--- config.mk ---
export PLATFORM = sky130hd
export DESIGN_NAME = fwd_scoreboard_flat
export DESIGN_NICKNAME = d
export VERILOG_FILES = /design/src/rtl/fwd_scoreboard_if.sv /design/src/rtl/fwd_scoreboard.sv /design/src/flat_wrapper.sv
export SDC_FILE = /design/constraint.sdc
export NUM_CORES = 1
export LEC_CHECK = 0
export ABC_AREA = 1
export CORE_ASPECT_RATIO = 1.1
export CORE_MARGIN = 10
export CORE_UTILIZATION = 35
export DETAILED_ROUTE_END_ITERATION = 10
export MAX_ROUTING_LAYER = met4
export PLACE_DENSITY = 0.6
export SYNTH_ARGS = -nofsm -noshare
export SYNTH_HDL_FRONTEND = slang
export SYNTH_SLANG_ARGS = --single-unit
--- constraint.sdc ---
create_clock -name clk -period 4.5 [get_ports clk]
set_input_delay 0.45 -clock clk [delete_from_list [all_inputs] [get_ports clk]]
set_output_delay 0.45 -clock clk [all_outputs]
set_load 0.005 [all_outputs]
--- src/rtl/fwd_scoreboard_if.sv ---
// EX-side and back-end signal bundle for the forwarding scoreboard.
// slave = the scoreboard itself, master = whatever drives EX and the load path.
interface fwd_scoreboard_if #(
    parameter int XLEN    = 32,
    parameter int NUM_SRC = 2,
    parameter int RA_W    = 5,
    parameter int CNT_W   = 16
);
    logic                    pipe_adv;
    logic                    ex_valid;
    logic [RA_W-1:0]         ex_rd;
    logic                    ex_wr;
    logic                    ex_rdy;
    logic [XLEN-1:0]         ex_result;
    logic [NUM_SRC*RA_W-1:0] ex_src;
    logic [NUM_SRC-1:0]      ex_src_use;
    logic                    ld_resp_valid;
    logic [XLEN-1:0]         ld_resp_data;
    logic [NUM_SRC-1:0]      src_fwd;
    logic [NUM_SRC*XLEN-1:0] src_fwd_data;
    logic                    stall;
    logic                    wb_valid;
    logic [RA_W-1:0]         wb_rd;
    logic [XLEN-1:0]         wb_data;
    logic [CNT_W-1:0]        stall_cnt;
    logic                    stall_timeout;
    logic                    resp_orphan;

    modport slave (
        input  pipe_adv, ex_valid, ex_rd, ex_wr, ex_rdy, ex_result, ex_src, ex_src_use,
               ld_resp_valid, ld_resp_data,
        output src_fwd, src_fwd_data, stall, wb_valid, wb_rd, wb_data,
               stall_cnt, stall_timeout, resp_orphan
    );

    modport master (
        output pipe_adv, ex_valid, ex_rd, ex_wr, ex_rdy, ex_result, ex_src, ex_src_use,
               ld_resp_valid, ld_resp_data,
        input  src_fwd, src_fwd_data, stall, wb_valid, wb_rd, wb_data,
               stall_cnt, stall_timeout, resp_orphan
    );
endinterface

--- src/rtl/fwd_scoreboard.sv ---
// Shift-register scoreboard of in-flight producers behind EX: operand forwarding,
// load-use stall, oldest-entry write-back, stall statistics and sticky error flags.
module fwd_scoreboard #(
    parameter int XLEN      = 32,
    parameter int NUM_SRC   = 2,
    parameter int DEPTH     = 3,
    parameter int RA_W      = 5,
    parameter int MAX_STALL = 16,
    parameter int CNT_W     = 16
) (
    input  logic          clk,
    input  logic          rst_n,
    fwd_scoreboard_if.slave sb
);
    localparam int RUN_W = $clog2(MAX_STALL + 1);
    localparam logic [RUN_W-1:0] RUN_MAX = RUN_W'(MAX_STALL);
    localparam logic [RUN_W-1:0] RUN_PRE = RUN_W'(MAX_STALL - 1);

    logic [DEPTH-1:0] v_q, v_d, rdy_q, rdy_d, rdy_f, fill_sel;
    logic [RA_W-1:0]  rd_q [DEPTH];
    logic [RA_W-1:0]  rd_d [DEPTH];
    logic [XLEN-1:0]  data_q [DEPTH];
    logic [XLEN-1:0]  data_d [DEPTH];
    logic [XLEN-1:0]  data_f [DEPTH];
    logic             fill_hit;

    logic [CNT_W-1:0] stall_cnt_q, stall_cnt_d;
    logic [RUN_W-1:0] run_q, run_d;
    logic             timeout_q, timeout_d, orphan_q, orphan_d;

    logic [NUM_SRC-1:0]      haz, fwd;
    logic [NUM_SRC*XLEN-1:0] fwd_data;
    logic [RA_W-1:0]         src_sel;
    logic                    found, p_rdy, p_fill;
    logic [XLEN-1:0]         p_data;
    logic                    stall, alloc, wb_valid;

    // Loads return in order, so a response always belongs to the oldest pending entry.
    always_comb begin
        fill_sel = '0;
        for (int k = 0; k < DEPTH; k++) begin
            if (v_q[k] && !rdy_q[k]) begin
                fill_sel    = '0;
                fill_sel[k] = 1'b1;
            end
        end
        fill_hit = |fill_sel;
        rdy_f    = rdy_q;
        data_f   = data_q;
        if (sb.ld_resp_valid) begin
            for (int k = 0; k < DEPTH; k++) begin
                if (fill_sel[k]) begin
                    rdy_f[k]  = 1'b1;
                    data_f[k] = sb.ld_resp_data;
                end
            end
        end
    end

    always_comb begin
        haz      = '0;
        fwd      = '0;
        fwd_data = '0;
        src_sel  = '0;
        found    = 1'b0;
        p_rdy    = 1'b0;
        p_fill   = 1'b0;
        p_data   = '0;
        for (int i = 0; i < NUM_SRC; i++) begin
            src_sel = sb.ex_src[i*RA_W +: RA_W];
            found   = 1'b0;
            p_rdy   = 1'b0;
            p_fill  = 1'b0;
            p_data  = '0;
            // Scan oldest to youngest so the youngest match is the one left standing.
            for (int k = DEPTH - 1; k >= 0; k--) begin
                if (v_q[k] && rd_q[k] == src_sel) begin
                    found  = 1'b1;
                    p_rdy  = rdy_q[k];
                    p_fill = fill_sel[k];
                    p_data = data_q[k];
                end
            end
            if (sb.ex_src_use[i] && src_sel != '0 && found) begin
                if (p_rdy) begin
                    fwd[i]                    = 1'b1;
                    fwd_data[i*XLEN +: XLEN]  = p_data;
                end else if (p_fill && sb.ld_resp_valid) begin
                    fwd[i]                    = 1'b1;
                    fwd_data[i*XLEN +: XLEN]  = sb.ld_resp_data;
                end else begin
                    haz[i] = 1'b1;
                end
            end
        end
    end

    assign stall    = sb.ex_valid && (|haz);
    assign alloc    = sb.ex_valid && sb.ex_wr && !stall && (sb.ex_rd != '0);
    assign wb_valid = sb.pipe_adv && v_q[DEPTH-1] && rdy_f[DEPTH-1];

    always_comb begin
        v_d    = v_q;
        rdy_d  = rdy_f;
        rd_d   = rd_q;
        data_d = data_f;
        if (sb.pipe_adv) begin
            for (int k = 1; k < DEPTH; k++) begin
                v_d[k]    = v_q[k-1];
                rdy_d[k]  = rdy_f[k-1];
                rd_d[k]   = rd_q[k-1];
                data_d[k] = data_f[k-1];
            end
            v_d[0]    = alloc;
            rdy_d[0]  = sb.ex_rdy;
            rd_d[0]   = sb.ex_rd;
            data_d[0] = sb.ex_result;
        end
    end

    always_comb begin
        stall_cnt_d = stall_cnt_q;
        run_d       = '0;
        if (stall) begin
            if (stall_cnt_q != '1) stall_cnt_d = stall_cnt_q + 1'b1;
            run_d = (run_q == RUN_MAX) ? run_q : run_q + 1'b1;
        end
        timeout_d = timeout_q || (stall && run_q >= RUN_PRE);
        // A pending oldest entry pushed out without its data is lost as well.
        orphan_d  = orphan_q || (sb.ld_resp_valid && !fill_hit)
                  || (sb.pipe_adv && v_q[DEPTH-1] && !rdy_f[DEPTH-1]);
    end

    always_ff @(posedge clk) begin
        if (!rst_n) begin
            v_q         <= '0;
            rdy_q       <= '0;
            for (int k = 0; k < DEPTH; k++) begin
                rd_q[k]   <= '0;
                data_q[k] <= '0;
            end
            stall_cnt_q <= '0;
            run_q       <= '0;
            timeout_q   <= 1'b0;
            orphan_q    <= 1'b0;
        end else begin
            v_q         <= v_d;
            rdy_q       <= rdy_d;
            rd_q        <= rd_d;
            data_q      <= data_d;
            stall_cnt_q <= stall_cnt_d;
            run_q       <= run_d;
            timeout_q   <= timeout_d;
            orphan_q    <= orphan_d;
        end
    end

    assign sb.src_fwd       = fwd;
    assign sb.src_fwd_data  = fwd_data;
    assign sb.stall         = stall;
    assign sb.wb_valid      = wb_valid;
    assign sb.wb_rd         = wb_valid ? rd_q[DEPTH-1] : '0;
    assign sb.wb_data       = wb_valid ? data_f[DEPTH-1] : '0;
    assign sb.stall_cnt     = stall_cnt_q;
    assign sb.stall_timeout = timeout_q;
    assign sb.resp_orphan   = orphan_q;
endmodule

--- src/flat_wrapper.sv ---
// flat-port wrapper written by rule: the top's interface ports become plain ports
module fwd_scoreboard_flat 
#(
    parameter int XLEN      = 32,
    parameter int NUM_SRC   = 2,
    parameter int DEPTH     = 3,
    parameter int RA_W      = 5,
    parameter int MAX_STALL = 16,
    parameter int CNT_W     = 16
)
  (clk, rst_n, sb_pipe_adv, sb_ex_valid, sb_ex_rd, sb_ex_wr, sb_ex_rdy, sb_ex_result, sb_ex_src, sb_ex_src_use, sb_ld_resp_valid, sb_ld_resp_data, sb_src_fwd, sb_src_fwd_data, sb_stall, sb_wb_valid, sb_wb_rd, sb_wb_data, sb_stall_cnt, sb_stall_timeout, sb_resp_orphan);
  fwd_scoreboard_if #(.XLEN(XLEN), .NUM_SRC(NUM_SRC), .RA_W(RA_W), .CNT_W(CNT_W)) sb_i ();
  input  logic clk;
  input  logic rst_n;
  input wire logic [$bits(sb_i.pipe_adv)-1:0] sb_pipe_adv;
  input wire logic [$bits(sb_i.ex_valid)-1:0] sb_ex_valid;
  input wire logic [$bits(sb_i.ex_rd)-1:0] sb_ex_rd;
  input wire logic [$bits(sb_i.ex_wr)-1:0] sb_ex_wr;
  input wire logic [$bits(sb_i.ex_rdy)-1:0] sb_ex_rdy;
  input wire logic [$bits(sb_i.ex_result)-1:0] sb_ex_result;
  input wire logic [$bits(sb_i.ex_src)-1:0] sb_ex_src;
  input wire logic [$bits(sb_i.ex_src_use)-1:0] sb_ex_src_use;
  input wire logic [$bits(sb_i.ld_resp_valid)-1:0] sb_ld_resp_valid;
  input wire logic [$bits(sb_i.ld_resp_data)-1:0] sb_ld_resp_data;
  output wire logic [$bits(sb_i.src_fwd)-1:0] sb_src_fwd;
  output wire logic [$bits(sb_i.src_fwd_data)-1:0] sb_src_fwd_data;
  output wire logic [$bits(sb_i.stall)-1:0] sb_stall;
  output wire logic [$bits(sb_i.wb_valid)-1:0] sb_wb_valid;
  output wire logic [$bits(sb_i.wb_rd)-1:0] sb_wb_rd;
  output wire logic [$bits(sb_i.wb_data)-1:0] sb_wb_data;
  output wire logic [$bits(sb_i.stall_cnt)-1:0] sb_stall_cnt;
  output wire logic [$bits(sb_i.stall_timeout)-1:0] sb_stall_timeout;
  output wire logic [$bits(sb_i.resp_orphan)-1:0] sb_resp_orphan;
  assign sb_i.pipe_adv = sb_pipe_adv;
  assign sb_i.ex_valid = sb_ex_valid;
  assign sb_i.ex_rd = sb_ex_rd;
  assign sb_i.ex_wr = sb_ex_wr;
  assign sb_i.ex_rdy = sb_ex_rdy;
  assign sb_i.ex_result = sb_ex_result;
  assign sb_i.ex_src = sb_ex_src;
  assign sb_i.ex_src_use = sb_ex_src_use;
  assign sb_i.ld_resp_valid = sb_ld_resp_valid;
  assign sb_i.ld_resp_data = sb_ld_resp_data;
  assign sb_src_fwd = sb_i.src_fwd;
  assign sb_src_fwd_data = sb_i.src_fwd_data;
  assign sb_stall = sb_i.stall;
  assign sb_wb_valid = sb_i.wb_valid;
  assign sb_wb_rd = sb_i.wb_rd;
  assign sb_wb_data = sb_i.wb_data;
  assign sb_stall_cnt = sb_i.stall_cnt;
  assign sb_stall_timeout = sb_i.stall_timeout;
  assign sb_resp_orphan = sb_i.resp_orphan;
  fwd_scoreboard #(.XLEN(XLEN), .NUM_SRC(NUM_SRC), .DEPTH(DEPTH), .RA_W(RA_W), .MAX_STALL(MAX_STALL), .CNT_W(CNT_W)) u_core (.clk(clk), .rst_n(rst_n), .sb(sb_i));
endmodule
Word level (Yosys, flattened, before mapping):

Index checks and enable logic that the tools add are counted.

* add/subtract/negate cells: 2
* $lt $le $gt $ge: 1
* equality and inequality tests: 8
* mux-type cells: 57
* reductions and logical operators: 40

Operator list (count)
* $mux W32: 16
* $mux W96: 2
* $mux W1: 34
* $eq A5 B5 Y1: 6
* $logic_and A1 B1 Y1: 24
* $add A16 B1 Y16 const B: 1
* $ne A16 B16 Y1 const B: 1
* $reduce_bool A5 Y1: 3
* $mux W3: 3
* $logic_not A1 Y1: 6
* $add A5 B1 Y5 const B: 1
* $eq A5 B5 Y1 const B: 1
* $ge A5 B4 Y1 const B: 1
* $mux W5: 1
* $reduce_and A2 Y1: 2
* $logic_or A1 B1 Y1: 3
* $reduce_or A3 Y1: 1
* $mux W2: 1
* $reduce_or A2 Y1: 1

* bits in registers: 140
* output and inout bits: 123

Longest topological paths before layout:

Gate-level depths: netlist of the first run.

* word-level depth: 17
* gate-level depth with buffers: 16
* gate-level depth less buffers: 16

Worst setup path before layout of the first run:

Ideal clock, no wire load.

* kind: input -> output
* from: input port sb_ex_src[1]
* to: output port sb_src_fwd_data[22]
* arrival: 1710 ps
* path slack: 2340 ps
* stages: 13
* buffers on the path: 1
* path through: inv_2 > nand2_1 > nand2_1 > nor2_1 > nand3_4 > nand2_1 > inv_1 > nand2_2 > nand3_2 > a21oi_4 > buf_4 > o21ai_1 > a21oi_1

* longest elaborated chain between the ends: 9

RTL lines
* from (decl): line flat_wrapper.sv:21 `input wire logic [$bits(sb_i.ex_src)-1:0] sb_ex_src;`
* $eq A5 B5 Y1: line fwd_scoreboard.sv:77 `if (v_q[k] && rd_q[k] == src_sel) begin`
* $logic_and A1 B1 Y1: line fwd_scoreboard.sv:77
* $mux W1 (3 in a row): line fwd_scoreboard.sv:77
* $logic_and A1 B1 Y1: line fwd_scoreboard.sv:88 `end else if (p_fill && sb.ld_resp_valid) begin`
* $mux W32: line fwd_scoreboard.sv:88
* $mux W32: line fwd_scoreboard.sv:85 `if (p_rdy) begin`
* $mux W32 (*): line fwd_scoreboard.sv:84 `if (sb.ex_src_use[i] && src_sel != '0 && found) begin`
* to (decl): line flat_wrapper.sv:26 `output wire logic [$bits(sb_i.src_fwd_data)-1:0] sb_src_fwd_data;`

Mark *: on every way between the ends. The rest lies on a longest branch, timed or not.

Worst setup path in the final report of the first run:

* from: input port sb_ex_src[0]
* to: output port sb_src_fwd_data[1]

The elaborated chain is that of the path after synthesis.

==> metrics.txt, run 1 <==
status=complete, no violations; Max-Cap Viols=0; Final Setup Violations=0; Detailed Routing Iterations Pass 1=6; Routed met2 length=18.06 mm; worst r2r src=u_core.rd_q[14]; NumNets Final=1777; CP arrival=3.53 ns; crit path max fanout=25; routed vias=11090; antenna violations before repair=2; WHS=0.4687 ns; skew final=0.01287 ns; CP Launch Type=primary input; post_cts resized=0; largest net degree at the start of global routing=95; number of fill cells=2913; synthesized area=9819 um^2; placed instance count=2029; Mean Syn Cell Area=6.385 um^2; Slowest-stage cell, CP=clkdlybuf4s50_1; worst path bufs/invs=6; placed instance area=12120 um^2; IO Pins=211; maximum vdd ir drop=0.2371 mV; fmax=251.5 MHz; TritonCTS clock tree=done; Max-slew headroom=33.69%; minimum clock period=3.977 ns; power per cell area=256.8 nW/um^2; Max clock buf depth=2; RSZ-0062 raised after global routing=false; Die Ht=195.7 um; Met3 Wirelength=2.752 mm; Via density=5.377; EDFF count, synth=0; share of cells above drive strength 1=9.953%; DR iter-0 viols=947; # clock sinks=140; Worst-Margin Slew=0.9947 ns; Post-CTS Setup Bufs=0; port bufs=210; DRC Markers=0; Yosys cell types=43; Final Cycle Share=88.37%; TNS Setup=0 ns; Mapped Nets=1630; vias in the first global route=10970; static leakage=5.411 nW; Mapped Cells=1538; Post-Route Utilization=45.75%; top_reg_cell synth=dfxtp_1; Post-DP HPWL=26.41 mm; Worst-path clk slew=0.06 ns; Final Hold Violating Endpoints=0; WL/cell=18.53 um; Tot GR Track Use=21.53%; Hold Crit Start=u_core.sb.stall_timeout; slowest stage delay, CP=0.57 ns; final WL=38.24 mm; design area=12680 um^2; worst endpoint required time=4.05 ns; RD Place Congestion=0.9065; worst min path class=reg -> reg; Finished Layout Cells=2063; global-route wire length before repair=60.40 mm; CTS buffer count=17; CTS root buffer=clkbuf_16; uppermost layer routed=met4; sequential share of the synthesized area=28.54%; share of async-settable or async-resettable flops after synthesis=0%; FF+latch count, synth=140; Hold-fix buffers, CTS=0; Setup CP Type=in -> out; crit-path cells=clkdlybuf4s50_1, inv_2, nand2_1, nand2_1, nor2_1, nand3_4, inv_4, nor2_1, nand2_2, nand2_4, inv_2, buf_4, o21ai_1, a21oi_1, clkdlybuf4s50_1; Worst-Skew Late Latency=0.43 ns; Worst Setup End Kind=primary output; CP Launch Point=sb_ex_src[0]; Die W=179.7 um; CTS H-Tree Depth=4; Top Family by Delay on Critical Path=buffers and inverters; global route overflow=0; area grow syn2layout=29.09%; wire length on met1=16.17 mm; core box area=27710 um^2; Yosys warnings=0; DIE AREA=35160 um^2; max-slew violation count=0; starting density of the core=35.44%; FP Rows=64; post-route ant nets=0
==> placed cells by master, fill, tap and decap left out, types with 7 or more instances in the layout <==
| cell type | netlist | layout |
|---|---|---|
| a211oi_1 | 32 | 32 |
| a21oi_1 | 192 | 192 |
| a21oi_2 | 8 | 8 |
| a221oi_2 | 32 | 32 |
| buf_4 | 6 | 30 |
| clkbuf_16 | 0 | 17 |
| clkdlybuf4s50_1 | 0 | 208 |
| dfxtp_1 | 140 | 140 |
| inv_1 | 202 | 201 |
| inv_2 | 22 | 22 |
| nand2_1 | 290 | 290 |
| nand2_2 | 16 | 15 |
| nand3_1 | 16 | 13 |
| nand4_1 | 27 | 27 |
| nor2_1 | 139 | 139 |
| nor2_2 | 7 | 7 |
| o211ai_1 | 34 | 34 |
| o21ai_0 | 120 | 120 |
| o21ai_1 | 34 | 34 |
| o22ai_1 | 64 | 64 |
| xnor2_1 | 8 | 8 |
| xor2_1 | 7 | 7 |
==> tightest hold or removal path, delay by kind of cell, from the launching register on <==
kind	cells	cell delay (ns)
AOI/OAI and AO/OA	1	0.05
DFF	1	0.31
and+or+nand+nor	1	0.06
==> cells in the mapped netlist, types with 3 or more instances <==
cell type	count	area, um^2
nor2_1	139	521.8
o211ai_1	34	255.2
nor2_4	3	33.78
a221oi_2	32	480.5
dfxtp_1	140	2803
inv_2	22	82.58
inv_1	202	758.2
buf_6	5	56.30
nand4_1	27	168.9
o22ai_1	64	400.4
xor2_1	7	61.31
a21oi_1	192	960.9
o21ai_0	120	600.6
buf_1	16	60.06
nand3_1	16	80.08
o21ai_1	34	170.2
nand2_2	16	100.1
nand3_2	3	30.03
ha_1	4	50.05
buf_4	6	45.04
a21oi_2	8	70.07
clkbuf_1	70	262.8
a211oi_1	32	240.2
nand2_1	290	1089
nor3_1	5	25.02
buf_2	13	65.06
nand3_4	4	70.07
xnor2_1	8	70.07
nor2_2	7	43.79
==> power breakdown <==
group          total [mW]  switching, mW  internal (mW)
combinational       0.531          0.332          0.199
sequential           1.36         0.0447           1.32
clock                1.36          0.597          0.765
==> sequential cells by signal (all words and copies together), names as in the netlist <==
| register | count |
|---|---|
| u_core.sb.stall_timeout | 1 |
| u_core.v_q | 3 |
| u_core.sb.stall_cnt | 16 |
| u_core.rd_q | 15 |
| u_core.run_q | 5 |
| u_core.rdy_q | 3 |
| u_core.sb.resp_orphan | 1 |
| u_core.data_q | 96 |
==> metal layers <==
metal  GRT usage, %  vias up
met5              -        -
met4          8.612        0
met3          5.117       71
met2          35.41      475
met1          24.89     5110
li1               -     5437
==> worst paths after layout <==
| path | cells past startpoint | slack, ns | end |
|---|---|---|---|
| max reg2reg | 15 | 1.69 | u_core.sb.stall_cnt[0] |
| min reg2reg | 2 | 0.47 | u_core.sb.stall_timeout |
| min | 2 | 0.47 | u_core.sb.stall_timeout |
| max | 15 | 0.52 | sb_src_fwd_data[1] |
==> kinds of logic (layout without fill, tap and decap cells) <==
group,count (synthesis),in the layout,share of synthesized area (%)
AOI/OAI and AO/OA,522,522,32.90
other,0,2,0
and+or+nand+nor,520,520,22.85
xor gates and xnor gates,15,15,1.338
buffers and inverters,337,497,13.86
DFF,140,140,28.54
adders and majority gates,4,4,0.5097
==> stage by stage <==
step                      setup slack [ns]  total power [mW]
after CTS                           0.5588             3.275
after detailed placement            0.5639             1.913
after global routing                0.3426             3.405
after floorplan                      2.340             1.707
final                               0.5232             3.255
after global placement              0.6276             1.909
==> area by class of cell <==
class | instances | area (um^2) | share of cell area [%]
diodes | 2 | 5.005 | 0.03948
clock buffers | 20 | 436.7 | 3.445
clock inverters | 12 | 112.6 | 0.8884
inverters | 225 | 849.6 | 6.702
multi-input cells | 1061 | 5683 | 44.83
flip-flops and latches | 140 | 2803 | 22.11
well taps | 363 | 454.2 | 3.583
repair buffers | 240 | 2332 | 18.40
Note: power is estimated with default switching activity, not from simulation.
==> run 2, diff against run 1 <==
--- a/config.mk
+++ b/config.mk
@@ -8,10 +8,9 @@
 export ABC_AREA = 1
 export CORE_ASPECT_RATIO = 1.1
 export CORE_MARGIN = 10
-export CORE_UTILIZATION = 35
+export CORE_UTILIZATION = 40
 export DETAILED_ROUTE_END_ITERATION = 10
-export MAX_ROUTING_LAYER = met4
-export PLACE_DENSITY = 0.6
+export PLACE_DENSITY = 0.66
 export SYNTH_ARGS = -nofsm -noshare
 export SYNTH_HDL_FRONTEND = slang
 export SYNTH_SLANG_ARGS = --single-unit
==> metrics.txt, run 2 (synthesized netlist as in run 1, its figures left out) <==
Final Hold Violating Endpoints=0 (unchanged); power per cell area=258.4 nW/um^2 (+0.66%); final WL=37.12 mm (-2.9%); skew final=0.01417 ns (+0.001302 ns); global route overflow=0 (unchanged); FP Rows=60 (-6.3%); DRC Markers=0 (unchanged); Max clock buf depth=2 (unchanged); number of fill cells=2452 (-16%); worst min path class=reg -> reg; Via density=5.543 (+3.1%); RD Place Congestion=0.9053 (-0.13%); CTS H-Tree Depth=4 (unchanged); IO Pins=211 (unchanged); RSZ-0062 raised after global routing=false; Slowest-stage cell, CP=inv_2; routed vias=11090 (-0.0090%); # clock sinks=140 (unchanged); placed instance area=12000 um^2 (-1.0%); worst endpoint required time=4.05 ns (about the same); CP Launch Type=primary input; Die Ht=184.3 um (-5.8%); Tot GR Track Use=23.11% (+1.6 points); crit path max fanout=31 (+24%); antenna violations before repair=2 (unchanged); minimum clock period=4.224 ns (+0.2474 ns); share of cells above drive strength 1=9.704% (-0.25 points); design area=12550 um^2 (-0.98%); CP arrival=3.77 ns (+0.24 ns); core box area=24320 um^2 (-12%); Setup CP Type=in -> out; CTS root buffer=clkbuf_16; Detailed Routing Iterations Pass 1=6 (unchanged); status=complete, no violations; post_cts resized=0 (unchanged); TNS Setup=0 ns (unchanged); Hold-fix buffers, CTS=0 (unchanged); Biggest register=u_core.data_q; Largest register FFs=96 (unchanged); post-route ant nets=0 (unchanged); most frequent cells in the layout=nand2_1, clkdlybuf4s50_1, inv_1, a21oi_1, dfxtp_1; slowest stage delay, CP=0.60 ns (+0.03 ns); starting density of the core=40.37% (+4.9 points); Top Family by Delay on Critical Path=buffers and inverters; Die W=169.4 um (-5.7%); DIE AREA=31220 um^2 (-11%); port bufs=210 (unchanged); WL/cell=18.55 um (about the same); maximum vdd ir drop=0.2683 mV (+13%); worst path bufs/invs=6 (unchanged); NumNets Final=1769 (-0.45%); commonest non-fill, non-tap cell in the layout=nand2_1; fmax=236.7 MHz (-5.9%); Worst-Margin Slew=1.209 ns (+0.2142 ns); Final Setup Violations=0 (unchanged); DR iter-0 viols=891 (-5.9%); static leakage=5.384 nW (-0.50%); max-slew violation count=0 (unchanged); global-route wire length before repair=58.85 mm (-2.6%); vias in the first global route=10780 (-1.7%); Final Cycle Share=93.87% (+5.5 points); Worst-path clk slew=0.06 ns (about the same); Worst Setup End Kind=primary output; CTS buffer count=17 (unchanged); Max-Cap Viols=0 (unchanged); Max-slew headroom=19.29% (-14 points); Reg area=2803 um^2 (unchanged); largest net degree at the start of global routing=95 (unchanged); area grow syn2layout=27.83%; Post-DP HPWL=24.79 mm (-6.1%); crit-path cells=clkdlybuf4s50_1, inv_2, nand2_1, nand2_1, nor2_1, nand3_4, inv_4, nor2_1, nand2_2, nand2_4, inv_2, buf_4, o21ai_1, a21oi_1, clkdlybuf4s50_1; Worst-Skew Late Latency=0.43 ns (about the same); area of the multi-input gates=5675 um^2 (-0.13%); TritonCTS clock tree=done; Post-CTS Setup Bufs=0 (unchanged)
==> run 2: cell types whose count changed in the layout (fill, tap and decap cells not counted), moves of 2 or more <==
cell	change
buf_4	-10
inv_8	+2
clkbuf_1	-3
inv_6	+2
==> run 2: through the flow <==
step           worst slack, ns  hold WS [ns]  total power, mW  util (%)  instances
4_1_cts                 0.2901        0.4761            3.250     51.59       2000
6_report                0.2758        0.4741            3.244     51.60       2001
5_1_grt                0.05007        0.5264            3.385     51.60       2001
3_3_place_gp            0.3989        0.4597            1.898     49.33       1968
3_5_place_dp            0.2897        0.4601            1.905     49.33       1968
2_1_floorplan            2.340        0.4535            1.707         -       1538
==> run 2: worst min-delay path, stage by stage, from the launching register on <==
cell and delay, ns:
dfxtp_1 0.31, nand2_1 0.06, o21ai_1 0.05
==> run 2: path summary, 6_finish.rpt <==
path,start,to,slack (ns),depth (start not counted)
worst min register to register,u_core.sb.stall_timeout,u_core.sb.stall_timeout,0.47,2
worst max-delay path,sb_ex_src[0],sb_src_fwd_data[7],0.28,15
worst min-delay path,u_core.sb.stall_timeout,u_core.sb.stall_timeout,0.47,2
worst max register to register,u_core.rd_q[6],u_core.sb.stall_cnt[15],1.61,14
==> run 2: where the power goes <==
group	total [mW]	internal, mW	switching, mW
registers	1.36	1.32	0.0430
logic	0.528	0.198	0.330
clock network	1.36	0.722	0.635
==> run 2: metal layers <==
layer	GRT usage, %	up-vias	part of all wire, %
met3	7.137	68	9.9
li1	-	5425	-
met2	38.50	520	47
met5	0	-	0.054
met4	8.187	2	2.4
met1	27.43	5077	40
==> run 2: cell type report <==
class | count | share of cell area (%)
Tap cell | 310 | 3.090
Inverter | 225 | 6.768
Clock buffer | 17 | 3.389
Timing Repair Buffer | 232 | 18.18
Sequential cell | 140 | 22.33
Multi-Input combinational cell | 1061 | 45.22
Clock inverter | 15 | 1.007
Antenna cell | 1 | 0.01994
==> run 3, diff against run 2 <==
--- a/config.mk
+++ b/config.mk
@@ -7,7 +7,6 @@
 export LEC_CHECK = 0
 export ABC_AREA = 1
 export CORE_ASPECT_RATIO = 1.1
-export CORE_MARGIN = 10
 export CORE_UTILIZATION = 40
 export DETAILED_ROUTE_END_ITERATION = 10
 export PLACE_DENSITY = 0.66
==> constraint.sdc (replaced) <==
create_clock -name clk -period 5.3 [get_ports clk]
set_input_delay 0.53 -clock clk [delete_from_list [all_inputs] [get_ports clk]]
set_output_delay 0.53 -clock clk [all_outputs]
set_load 0.005 [all_outputs]
==> metrics.txt, run 3 (synthesized netlist as in run 1, its figures left out) <==
status=complete, no violations; worst r2r src=u_core.rd_q[13]; most frequent cells in the layout=nand2_1, clkdlybuf4s50_1, inv_1, a21oi_1, dfxtp_1; internal cell power=1.959 mW (-12%); most frequent CP cell=nand2_1; NumNets Final=1766 (-0.17%); Max-Cap Viols=0 (unchanged); Top Family by Delay on Critical Path=simple AND/OR/NAND/NOR gates; worst path bufs/invs=4 (-2); Die Ht=166.3 um (-9.8%); Final Cycle Share=89.50%; Comb power frac=16.1% (-0.2 points); Finished Layout Cells=1993 (-0.40%); slowest stage delay, CP=0.60 ns (about the same); core box area=23840 um^2 (-2.0%); vias in the first global route=10460 (-3.0%); Hold Crit Start=u_core.sb.stall_timeout; port bufs=210 (unchanged); global-route wire length before repair=54.97 mm (-6.6%); post-route ant nets=0 (unchanged); DIE AREA=25180 um^2 (-19%); crit path max fanout=37 (+19%); IO Pins=211 (unchanged); sw power=0.8199 mW (-19%); share of cells above drive strength 1=9.484% (-0.22 points); fmax=210.8 MHz; TritonCTS clock tree=done; Slowest-stage cell, CP=clkdlybuf4s50_1; Worst Setup End Kind=primary output; placed instance count=1960 (-0.41%); R2R setup slack=2.05 ns (+0.44 ns); max-slew violation count=0 (unchanged); RD Place Congestion=0.9007 (-0.51%); Worst-path clk slew=0.06 ns (about the same); static leakage=5.357 nW (-0.51%); antenna violations before repair=1 (-1); crit-path cells=clkdlybuf4s50_1, inv_2, nand2_1, nand2_1, nor2_2, nand3_4, nor2_1, nor2_1, nand2_2, nand2_4, nand2_1, nand2_2, buf_4, a221oi_2, clkdlybuf4s50_1; starting density of the core=41.18% (+0.81 points); routed vias=11120 (+0.23%); commonest non-fill, non-tap cell in the layout=nand2_1; Worst-Skew Late Latency=0.42 ns (about the same); Via density=5.578 (+0.63%); area grow syn2layout=27.47%; Worst-Margin Slew=1.078 ns (-0.1312 ns); Largest register FFs=96 (unchanged); CTS H-Tree Depth=4 (unchanged); R2R depth=15 (+1); Biggest register=u_core.data_q; global route overflow=0 (unchanged); largest net degree at the start of global routing=95 (unchanged); DR iter-0 viols=713 (-20%); Max clock buf depth=2 (unchanged); worst min path class=reg -> reg; DRC Markers=0 (unchanged); CP Launch Type=primary input; sequential share of power=41.6% (-0.3 points); worst endpoint required time=4.77 ns (+0.72 ns); Tot GR Track Use=27.57% (+4.5 points); Net Sw Frac=29.50% (-1.6 points); power per cell area=222.0 nW/um^2 (-14%); CTS root buffer=clkbuf_16; WHS=0.4688 ns (-0.005283 ns); Detailed Routing Iterations Pass 1=5 (-1); Clock power frac=42.3% (+0.5 points); final WL=35.01 mm (-5.7%); skew final=0.01261 ns (-0.001563 ns); Hold-fix buffers, CTS=0 (unchanged); CTS buffer count=17 (unchanged); Hold Path Depth=2 (unchanged); FP Rows=59 (-1.7%); minimum clock period=4.743 ns; maximum vdd ir drop=0.1991 mV (-26%); Final Hold Violating Endpoints=0 (unchanged); Final Setup Violations=0 (unchanged); CP arrival=4.21 ns (+0.44 ns); Setup CP Type=in -> out; Post-DP HPWL=23.43 mm (-5.5%); Die W=151.4 um (-11%); Max-slew headroom=28.15% (+8.9 points); post_cts resized=0 (unchanged); # clock sinks=140 (unchanged); Reg-to-Reg End=u_core.sb.stall_cnt[1]; RSZ-0062 raised after global routing=false; WL/cell=17.57 um (-5.3%); TNS Setup=0 ns (unchanged); Post-CTS Setup Bufs=0 (unchanged); hold worst-path end=u_core.sb.stall_timeout
run 3: cell types whose count changed in the layout (fill, tap and decap cells not counted):
cell | before | now
clkbuf_1 | 0 | 1
buf_12 | 2 | 0
clkbuf_8 | 0 | 2
bufinv_16 | 0 | 1
inv_8 | 2 | 0
clkinvlp_4 | 5 | 7
buf_4 | 20 | 19
inv_6 | 6 | 2
run 3: area by class of cell:
type | instances | area [um^2]
Clock inverter | 12 | 113.9
Tap cell | 305 | 381.6
Clock buffer | 20 | 456.7
Antenna cell | 1 | 2.502
Fill cell | 2396 | 11330
Sequential cell | 140 | 2803
Timing Repair Buffer | 229 | 2235
Inverter | 225 | 849.6
Multi-Input combinational cell | 1061 | 5675
run 3: metal layers:
layer  track usage [%]  share of wire [%]  wire [um]  up-vias
met1             34.58                 42      14670     5174
li1                  -                  -          -     5411
met5                 0                  0          0        -
met4             10.35                2.7        943        0
met3             5.962                8.1       2838       62
met2             45.58                 47      16560      470
run 3: worst max path at each step:
stage | startpoint | end | cells after the start
after floorplan | sb_ex_src[1] | sb_src_fwd_data[22] | 13
after global placement | sb_ex_src[3] | sb_src_fwd_data[1] | 14
after detailed placement | sb_ex_src[8] | sb_src_fwd_data[53] | 15
after CTS | sb_ex_src[8] | sb_src_fwd_data[53] | 15
after global routing | sb_ex_src[8] | sb_src_fwd_data[53] | 15
final | sb_ex_src[8] | sb_src_fwd_data[53] | 15
run 3: power groups by stage:
stage | Sequential [mW] | Clock, mW | Combinational (mW)
after floorplan | 1.17 | 0 | 0.284
after global placement | 1.18 | 0 | 0.436
after detailed placement | 1.18 | 0 | 0.441
after CTS | 1.15 | 1.19 | 0.445
after global routing | 1.16 | 1.23 | 0.503
final | 1.16 | 1.18 | 0.448
run 3: worst reg2reg max path, cell delays in order (launching register included):
cell and delay [ns]:
dfxtp_1 0.38, inv_1 0.13, nand2_1 0.08, nand2_1 0.05, nor2_1 0.19, nand3_4 0.27, inv_4 0.12, buf_4 0.41
nand2_2 0.12, nand2_4 0.43, nand3_4 0.17, nand2_4 0.23, nand3_4 0.28, nand2_1 0.18, nand2_1 0.07, nor2_1 0.09
run 3: through the flow:
| stage | setup WS (ns) | instance area [um^2] | util [%] | total power, mW |
|---|---|---|---|---|
| global route | 0.3214 | 12510 | 52.48 | 2.897 |
| floorplan | 2.980 | 9819 | - | 1.450 |
| CTS | 0.6088 | 12510 | 52.48 | 2.792 |
| finish | 0.5567 | 12520 | 52.50 | 2.779 |
| global placement | 0.6965 | 11940 | 50.09 | 1.614 |
| detailed placement | 0.6236 | 11940 | 50.09 | 1.619 |
